**config.mk**
```make
export PLATFORM = sky130hd
export DESIGN_NAME = sqgendemo_core
export DESIGN_NICKNAME = d
export VERILOG_FILES = /design/src/rtl/sqgendemo_pkg.sv /design/src/rtl/sq_tone_gen.sv /design/src/rtl/sqgendemo_core.sv
export SDC_FILE = /design/constraint.sdc
export NUM_CORES = 1
export LEC_CHECK = 0
export ABC_AREA = 1
export BUFFER_PORTS_ARGS = -buffer_cell sky130_fd_sc_hd__buf_2
export CAP_MARGIN = 20
export CELL_PAD_IN_SITES_DETAIL_PLACEMENT = 1
export CELL_PAD_IN_SITES_GLOBAL_PLACEMENT = 1
export CORE_MARGIN = 2
export CORE_UTILIZATION = 38
export CTS_CLUSTER_DIAMETER = 150
export DETAILED_ROUTE_END_ITERATION = 6
export GPL_ROUTABILITY_DRIVEN = 0
export PLACE_DENSITY = 0.89
export REMOVE_ABC_BUFFERS = 1
export SLEW_MARGIN = 20
export SYNTH_ARGS = -nofsm -noshare
export SYNTH_HDL_FRONTEND = slang
export SYNTH_SLANG_ARGS = --single-unit
export TNS_END_PERCENT = 50
```
**constraint.sdc**
```tcl
create_clock -name clk -period 3.05 [get_ports clk]
set_input_delay 0.61 -clock clk [delete_from_list [all_inputs] [get_ports clk]]
set_output_delay 0.61 -clock clk [all_outputs]
set_load 0.1 [all_outputs]
```
**src/rtl/sqgendemo_pkg.sv**
```systemverilog
`default_nettype none
// ============================================================================
// Module      : sqgendemo_pkg
// Description : Shared constants for the square-wave note generator: counter
//               width, note half-periods, and the volume amplitude table.
// Revision    : 1.0 - initial release
// ============================================================================
package sqgendemo_pkg;

    localparam int c_cnt_w  = 16;
    localparam int c_clk_hz = 25_000_000;

    // Half-period divisors are twice the tone frequency.
    localparam int c_div_a4  = 880;
    localparam int c_div_cs5 = 1108;
    localparam int c_div_e5  = 1318;

    localparam int c_hp_a4  = c_clk_hz / c_div_a4;   // 28409
    localparam int c_hp_cs5 = c_clk_hz / c_div_cs5;  // 22563
    localparam int c_hp_e5  = c_clk_hz / c_div_e5;   // 18968

    typedef enum logic [1:0] {
        NOTE_SILENT = 2'd0,
        NOTE_A4     = 2'd1,
        NOTE_CS5    = 2'd2,
        NOTE_E5     = 2'd3
    } note_e;

    // Indexed directly by volsel.
    localparam logic [3:0][7:0] c_amp_table = {8'd255, 8'd127, 8'd63, 8'd31};

    // 0 when no bit is set, otherwise the position of the highest set bit plus one.
    function automatic logic [2:0] octave_shift(input logic [5:0] oct);
        logic [2:0] shift;
        shift = 3'd0;
        for (int i = 0; i < 6; i++) begin
            if (oct[i]) shift = 3'(i + 1);
        end
        return shift;
    endfunction

endpackage
`default_nettype wire

```
**src/rtl/sq_tone_gen.sv**
```systemverilog
`default_nettype none
// ============================================================================
// Module      : sq_tone_gen
// Description : Half-period counter that toggles a phase bit, with restart.
// Revision    : 1.0 - initial release
// ============================================================================
module sq_tone_gen
    import sqgendemo_pkg::*;
(
    input  logic               clk,
    input  logic               rst,
    input  logic               i_enable,
    input  logic               i_restart,
    input  logic [c_cnt_w-1:0] i_half_period,
    output logic               o_phase
);

    logic [c_cnt_w-1:0] r_count;
    logic               r_phase;
    logic               w_last;

    assign w_last  = (r_count == (i_half_period - c_cnt_w'(1)));
    assign o_phase = r_phase;

    // Silence dominates restart; a restart always begins on the high half.
    always_ff @(posedge clk) begin
        if (rst || !i_enable) begin
            r_count <= '0;
            r_phase <= 1'b0;
        end else if (i_restart) begin
            r_count <= '0;
            r_phase <= 1'b1;
        end else if (w_last) begin
            r_count <= '0;
            r_phase <= ~r_phase;
        end else begin
            r_count <= r_count + c_cnt_w'(1);
        end
    end

endmodule
`default_nettype wire

```
**src/rtl/sqgendemo_core.sv**
```systemverilog
`default_nettype none
// ============================================================================
// Module      : sqgendemo_core
// Description : Three-note square-wave generator with octave shift and volume.
// Revision    : 1.0 - initial release
// ============================================================================
module sqgendemo_core
    import sqgendemo_pkg::*;
#(
    parameter int CLK_HZ = c_clk_hz,
    parameter int HP_A4  = CLK_HZ / c_div_a4,
    parameter int HP_CS5 = CLK_HZ / c_div_cs5,
    parameter int HP_E5  = CLK_HZ / c_div_e5
) (
    input  logic       clk,
    input  logic       butt_1,
    input  logic       butt_2,
    input  logic       butt_3,
    input  logic       butt_4,
    input  logic [5:0] oct,
    input  logic [1:0] volsel,
    output logic [7:0] audio_out
);

    localparam logic [c_cnt_w-1:0] c_hp_a4_v  = c_cnt_w'(HP_A4);
    localparam logic [c_cnt_w-1:0] c_hp_cs5_v = c_cnt_w'(HP_CS5);
    localparam logic [c_cnt_w-1:0] c_hp_e5_v  = c_cnt_w'(HP_E5);

    note_e              w_note;
    logic [2:0]         w_shift;
    logic [c_cnt_w-1:0] w_base;
    logic [c_cnt_w-1:0] w_shifted;
    logic [c_cnt_w-1:0] w_half;
    logic               w_enable;
    logic               w_restart;
    logic               w_phase;

    note_e              r_note;
    logic [2:0]         r_shift;
    logic [7:0]         r_audio;

    always_comb begin
        w_note = NOTE_SILENT;
        if (butt_1)      w_note = NOTE_A4;
        else if (butt_2) w_note = NOTE_CS5;
        else if (butt_3) w_note = NOTE_E5;
    end

    always_comb begin
        w_base = '0;
        case (w_note)
            NOTE_A4:  w_base = c_hp_a4_v;
            NOTE_CS5: w_base = c_hp_cs5_v;
            NOTE_E5:  w_base = c_hp_e5_v;
            default:  w_base = '0;
        endcase
    end

    assign w_shift   = octave_shift(oct);
    assign w_shifted = w_base >> w_shift;
    assign w_half    = (w_shifted == '0) ? c_cnt_w'(1) : w_shifted;
    assign w_enable  = (w_note != NOTE_SILENT);
    // Reset parks r_note at silent so a held button restarts the tone afterwards.
    assign w_restart = (w_note != r_note) || (w_shift != r_shift);

    sq_tone_gen u_tone (
        .clk           (clk),
        .rst           (butt_4),
        .i_enable      (w_enable),
        .i_restart     (w_restart),
        .i_half_period (w_half),
        .o_phase       (w_phase)
    );

    always_ff @(posedge clk) begin
        if (butt_4) begin
            r_note  <= NOTE_SILENT;
            r_shift <= 3'd0;
            r_audio <= 8'd0;
        end else begin
            r_note  <= w_note;
            r_shift <= w_shift;
            r_audio <= w_phase ? c_amp_table[volsel] : 8'd0;
        end
    end

    assign audio_out = r_audio;

endmodule
`default_nettype wire

```
After elaboration in Yosys (flattened, before gate mapping):

Cells that the tools add are included.

* register bits after elaboration: 30
* output and inout bits: 8
* logic and storage cells: 39
* bits of input ports: 13

* multiplexer cells: 15
* reduce and logical (&&, ||, !) cells: 8
* bitwise logic cells: 1
* eq/ne operators: 6
* magnitude comparators: 1
* shift operators: 1
* $add $sub $neg: 2

Operators by type and width (number)
* case mux 15 bit (3 select lines): 1
* adder 16 x 1 -> 16 bit (second input constant): 1
* binary-select mux 8 bit (select 2 bit): 1
* == test 16 bit: 1
* zero test 16 bit: 1
* two-way mux 16 bit: 1
* right shift 16 x 3 -> 16 bit: 1
* subtractor 16 x 1 -> 16 bit (second input constant): 1
* two-way mux 3 bit: 5
* two-way mux 8 bit: 1
* two-way mux 2 bit: 3
* == test 2 bit (second input constant): 2
* nonzero test 2 bit: 2
* < comparator 2 x 3 -> 1 bit (second input constant): 1
* two-way mux 1 bit: 3
* != test 3 bit: 1
* OR reduction 3 bit: 1
* == test 2 x 1 -> 1 bit (second input constant): 1
* logical OR 1 bit: 2
* != test 2 bit: 1
* OR reduction 2 bit: 1
* zero test 1 bit: 1
* inverter 1 bit: 1

Longest topological paths before layout:

* depth after elaboration: 13
* depth in mapped cells: 25
* mapped depth without buffers: 25

Cells and area by module:

From an unflattened synthesis, not the netlist that was laid out.

* cells, all modules: 426
* area, all modules: 2663.8 sq um

By module, submodules not included
* sq_tone_gen: seq. area each 340.3 sq um, area each 1647.8 sq um, times used 1, cells each 254
* sqgendemo_core: seq. area each 180.2 sq um, area each 1016.0 sq um, times used 1, cells each 172

Worst setup path before layout:

Ideal clock, no wire load.

* path kind: input to register
* from: input port butt_1
* to: register u_tone.r_count[4]
* setup slack: -0.178 ns
* arrival: 3.106 ns
* library setup time: 0.122 ns
* stages on the path: 23
* path buffers: 2
* data required time: 2.928 ns
* cell sequence: inv_1 nand2_1 inv_1 ha_1 inv_1 nand2_4 clkinv_2 buf_4 nand2_1 nand2_2 ha_1 xnor2_1 nor2_1 nand3_1 nor2_1 nand3_1 nor2_1 nand3_1 nor2_2 nand3_2 nand3_4 buf_8 a21oi_2

* longest elaborated chain between the ends: 9
* elaborated cells on any way between the ends: 16
* classes of those cells: add/sub (1); eq/ne (5); shift (1); mux (3); reduce/logical (6)

Ends and longest elaborated chain
* start, declared: line sqgendemo_core.sv:16 `input logic butt_1,`
* two-way mux 2 bit (*): line sqgendemo_core.sv:44 `if (butt_1) w_note = NOTE_A4;`
* named net w_note[0]: line sqgendemo_core.sv:29 `note_e w_note;`
* == test 2 bit or == test 2 x 1 -> 1 bit (tied branches): line sqgendemo_core.sv:51 `case (w_note)`
* case mux 15 bit (3 select lines): line sqgendemo_core.sv:51
* right shift 16 x 3 -> 16 bit: line sqgendemo_core.sv:60 `assign w_shifted = w_base >> w_shift;`
* zero test 16 bit: line sqgendemo_core.sv:61 `assign w_half = (w_shifted == '0) ? c_cnt_w'(1) : w_shifted;`
* two-way mux 16 bit: line sqgendemo_core.sv:61
* subtractor 16 x 1 -> 16 bit: line sq_tone_gen.sv:22 `assign w_last = (r_count == (i_half_period - c_cnt_w'(1)));`
* == test 16 bit: line sq_tone_gen.sv:22
* OR reduction 3 bit (no source line) (*)
* end signal, assigned: line sq_tone_gen.sv:37 `r_count <= r_count + c_cnt_w'(1);`
* end, declared: line sq_tone_gen.sv:18 `logic [c_cnt_w-1:0] r_count;`

The timed path passes the listed nets; every way through them passes the cells marked *.
A chain may end at the register's enable or synchronous reset.

Final worst setup path:

* from: input port oct[2]
* to: register u_tone.r_phase, in the netlist u_tone.o_phase

* longest elaborated chain between the ends: 10
* elaborated cells on any way between the ends: 13
* classes of those cells: add/sub (1); eq/ne (2); shift (1); mux (6); reduce/logical (3)

Ends and longest elaborated chain
* start, declared: line sqgendemo_core.sv:20 `input logic [5:0] oct,`
* two-way mux 3 bit (*) (4 in series): line sqgendemo_pkg.sv:37 `if (oct[i]) shift = 3'(i + 1);`
* right shift 16 x 3 -> 16 bit: line sqgendemo_core.sv:60
* zero test 16 bit: line sqgendemo_core.sv:61
* two-way mux 16 bit: line sqgendemo_core.sv:61
* subtractor 16 x 1 -> 16 bit: line sq_tone_gen.sv:22
* == test 16 bit: line sq_tone_gen.sv:22
* nonzero test 2 bit (no source line)
* end signal, assigned: line sq_tone_gen.sv:35 `r_phase <= ~r_phase;`
* end, declared: line sq_tone_gen.sv:19 `logic r_phase;`

Every way passes the cells marked *; elsewhere a longest branch is shown, timed or not.

==> results.md <==
* Max frequency at 321 MHz
* Slew HR at 0.670
* Area growth syn-to-layout at 39.0%
* Largest net degree at the start of global routing at 16
* Critical path class: input port to register
* Asr flop ratio synth at 0
* Peak supply drop at 0.289 mV
* Cts hold-fix bufs at 0
* Worst Skew at 0.0122 ns
* Post-Route Setup TNS at -0.312 ns
* Max clock buf depth at 2
* Post-Route WL at 9980 um
* Critical Path RT at 3.24 ns
* Top post-synthesis cells by area: dfxtp_1, nand2_1, nand3_1
* Min-delay worst type: register to register
* Status: finished, violations left
* Slew Viols, Final at 0
* Worst Hold Depth at 1
* Skew-Pair Late Insertion Delay at 0.28 ns
* CTS clk-pin slew, worst paths at 0.10 ns
* Vert. Die Dim at 79.1 um
* # rows at 27
* First-pass GRT wire length at 13200 um
* Share of Yosys cell area claimed by the top area cell type at 0.243
* Reg2reg setup slack at 0.83 ns
* CTS Buf Count at 3
* Tmin final at 3.11 ns
* H-tree levels at 1
* Final HPWL DP at 5490 um
* CTS tree: yes
* Share of layout cells above drive strength 1 at 0.362
* GRT overflow at 0
* Seq/Total Area, Yosys at 0.243
* Hold_sp: u_tone.r_count[0]
* Critical R2R Capture: u_tone.r_count[14]
* Multi-input logic area at 1610 sq um
* Fill cells at 743
* Setup violations, final at 13
* Yosys Warn Count at 0
* Chip width at 79.1 um
* Final cycle utilization of the critical path at 1.02
* Die area at 6260 sq um
* Static Leak at 1.33 nW
* WL/cell at 20.7 um
* Worst Reg-to-Reg Cells at 11
* Clock sinks at 26
* Fin worst setup slack at -0.0609 ns
* Launching element type of the critical path: input port
* DRT iter0 DRCs at 144
* Crit path DAT at 3.30 ns
* Num ports at 21
* Synth Area per Inst at 6.25 sq um
* Post-synth top area cell: dfxtp_1
* Fin nets at 428
* Most frequent cells in the layout: nand2_1, nand3_1, buf_4, inv_1, dfxtp_1
* Initial antenna violation count at 0
* Placeable Area at 5470 sq um
* Antenna cells at 0
* Cell Pwr Density at 386 nW/um^2
* I/O Buffers at 20
* Root Buffer: clkbuf_8
* Total GRT Usage at 0.268
* Vias in the first global route at 2765
* Routed Antenna Nets at 0
* EDFF count, synth at 0
* DR pass1 iterations at 4
* Hold Vio Cnt, Final at 0
* Initial core utilization at 0.392
* Via density at 5.62
* Critical path fanouts, max at 7
* Final core occ at 0.545
* R2r startpoint: u_tone.r_count[1]
* Unrepaired setup endpoints after global routing: true
* Total Power at 0.00115 W
* Flops & latches, synth at 26
* Vias at 2703
* FF/Latch Area at 520 sq um
* CP startpoint: oct[2]
* Crit end category: register
* Worst slew pin tran at 0.493 ns
* Post-synthesis instance total at 343
* Place WS at -0.392 ns
* Failing checks: negative setup slack
* Commonest non-fill, non-tap cell in the layout: nand2_1
* WHS Endpoint: u_tone.r_count[0]
* Mapped cell area at 2140 sq um
* Library cells used by synthesis at 33
* Most used DFF post-synth: dfxtp_1
* DRC Markers at 0
* Max Cap Viol at 0
==> how the worst max path moves through the flow <==
stage                              end  slack (ns)
floorplan                 audio_out[0]       -1.05
global placement     u_tone.r_count[2]       -0.21
finish                  u_tone.o_phase       -0.06
global route            u_tone.o_phase       -0.20
detailed placement  u_tone.r_count[12]       -0.39
CTS                 u_tone.r_count[11]        0.01
==> Yosys cell counts, types with 2 or more instances <==
master,number
buf_6,2
nor2_2,10
buf_4,6
nor2_1,29
nand3_2,2
or2_2,2
a21oi_2,4
nand2_2,5
inv_1,41
nor3_1,11
nand3_1,64
ha_1,5
nand3b_1,2
nand2_4,3
xnor2_1,5
inv_2,2
nand2_1,94
nor2_4,2
o21ai_0,3
a21oi_1,5
dfxtp_1,26
xor2_1,6
nand4_1,4
==> metal layers <==
metal | global-route usage | part of all wire | vias to the layer above | wire length (um)
met2 | 0.511 | 0.51 | 109 | 5120
met3 | 0.0205 | 0.047 | 54 | 470
met5 | 0 | 0 | - | 0
li1 | - | - | 1237 | -
met4 | 0.141 | 0.070 | 0 | 703
met1 | 0.293 | 0.37 | 1303 | 3680
==> cell type report <==
class / count / share of cell area
tap: 72 / 0.0302
clock buffer: 3 / 0.0138
inverter: 44 / 0.0596
clock inverter: 1 / 0.0101
multi-input combinational: 265 / 0.541
timing repair buffer: 70 / 0.171
sequential: 26 / 0.175
==> critical path, stage by stage <==
cell     delay [ns]
buf_2          0.10
inv_1          0.07
nand2_1        0.08
nand2_2        0.08
nand2_4        0.12
buf_4          0.16
nand3_1        0.09
nand2_1        0.22
nand2_1        0.18
nand2_1        0.12
nand2_1        0.13
nand2_1        0.10
nor2_1         0.22
nand3_1        0.13
nand2_1        0.09
nand2_1        0.08
nor2_2         0.27
nand3_4        0.16
nand2_1        0.10
nand3_1        0.08
nand2_1        0.06
inv_1          0.04
==> repair_timing <==
item,in CTS,in global routing
gates resized for setup,18,51
gates cloned,1,0
pin swaps,8,27
setup endpoints to repair,17,17
buffers inserted,5,10
==> cell families after synthesis <==
| kind of cell | synth area share |
|---|---|
| compound gates | 0.0513 |
| xor+xnor | 0.0449 |
| fa+ha+maj | 0.0292 |
| buf+inv | 0.116 |
| flops | 0.243 |
| simple gates | 0.516 |
==> sequential cells by signal, summed over array words and instances, names as in the netlist <==
name            flops
audio_out           4
u_tone.r_count     16
r_shift             3
r_note              2
u_tone.o_phase      1
==> stage by stage <==
step	hold slack, ns	instance area (sq um)	std cells
after floorplan	0.436	2060	334
after global placement	0.461	2520	462
after detailed placement	0.496	2520	462
after CTS	0.519	2710	472
after global routing	0.534	2980	481
final	0.509	2980	481
==> report_power, final <==
part / leakage (nW) / internal [W] / switching (W)
combinational: 1.08 / 0.000182 / 0.000323
sequential: 0.212 / 0.000347 / 0.00000473
clock: 0.0357 / 0.000176 / 0.000117
total: 1.33 / 0.000705 / 0.000444
No activity file was read; power rests on OpenSTA's default activity.
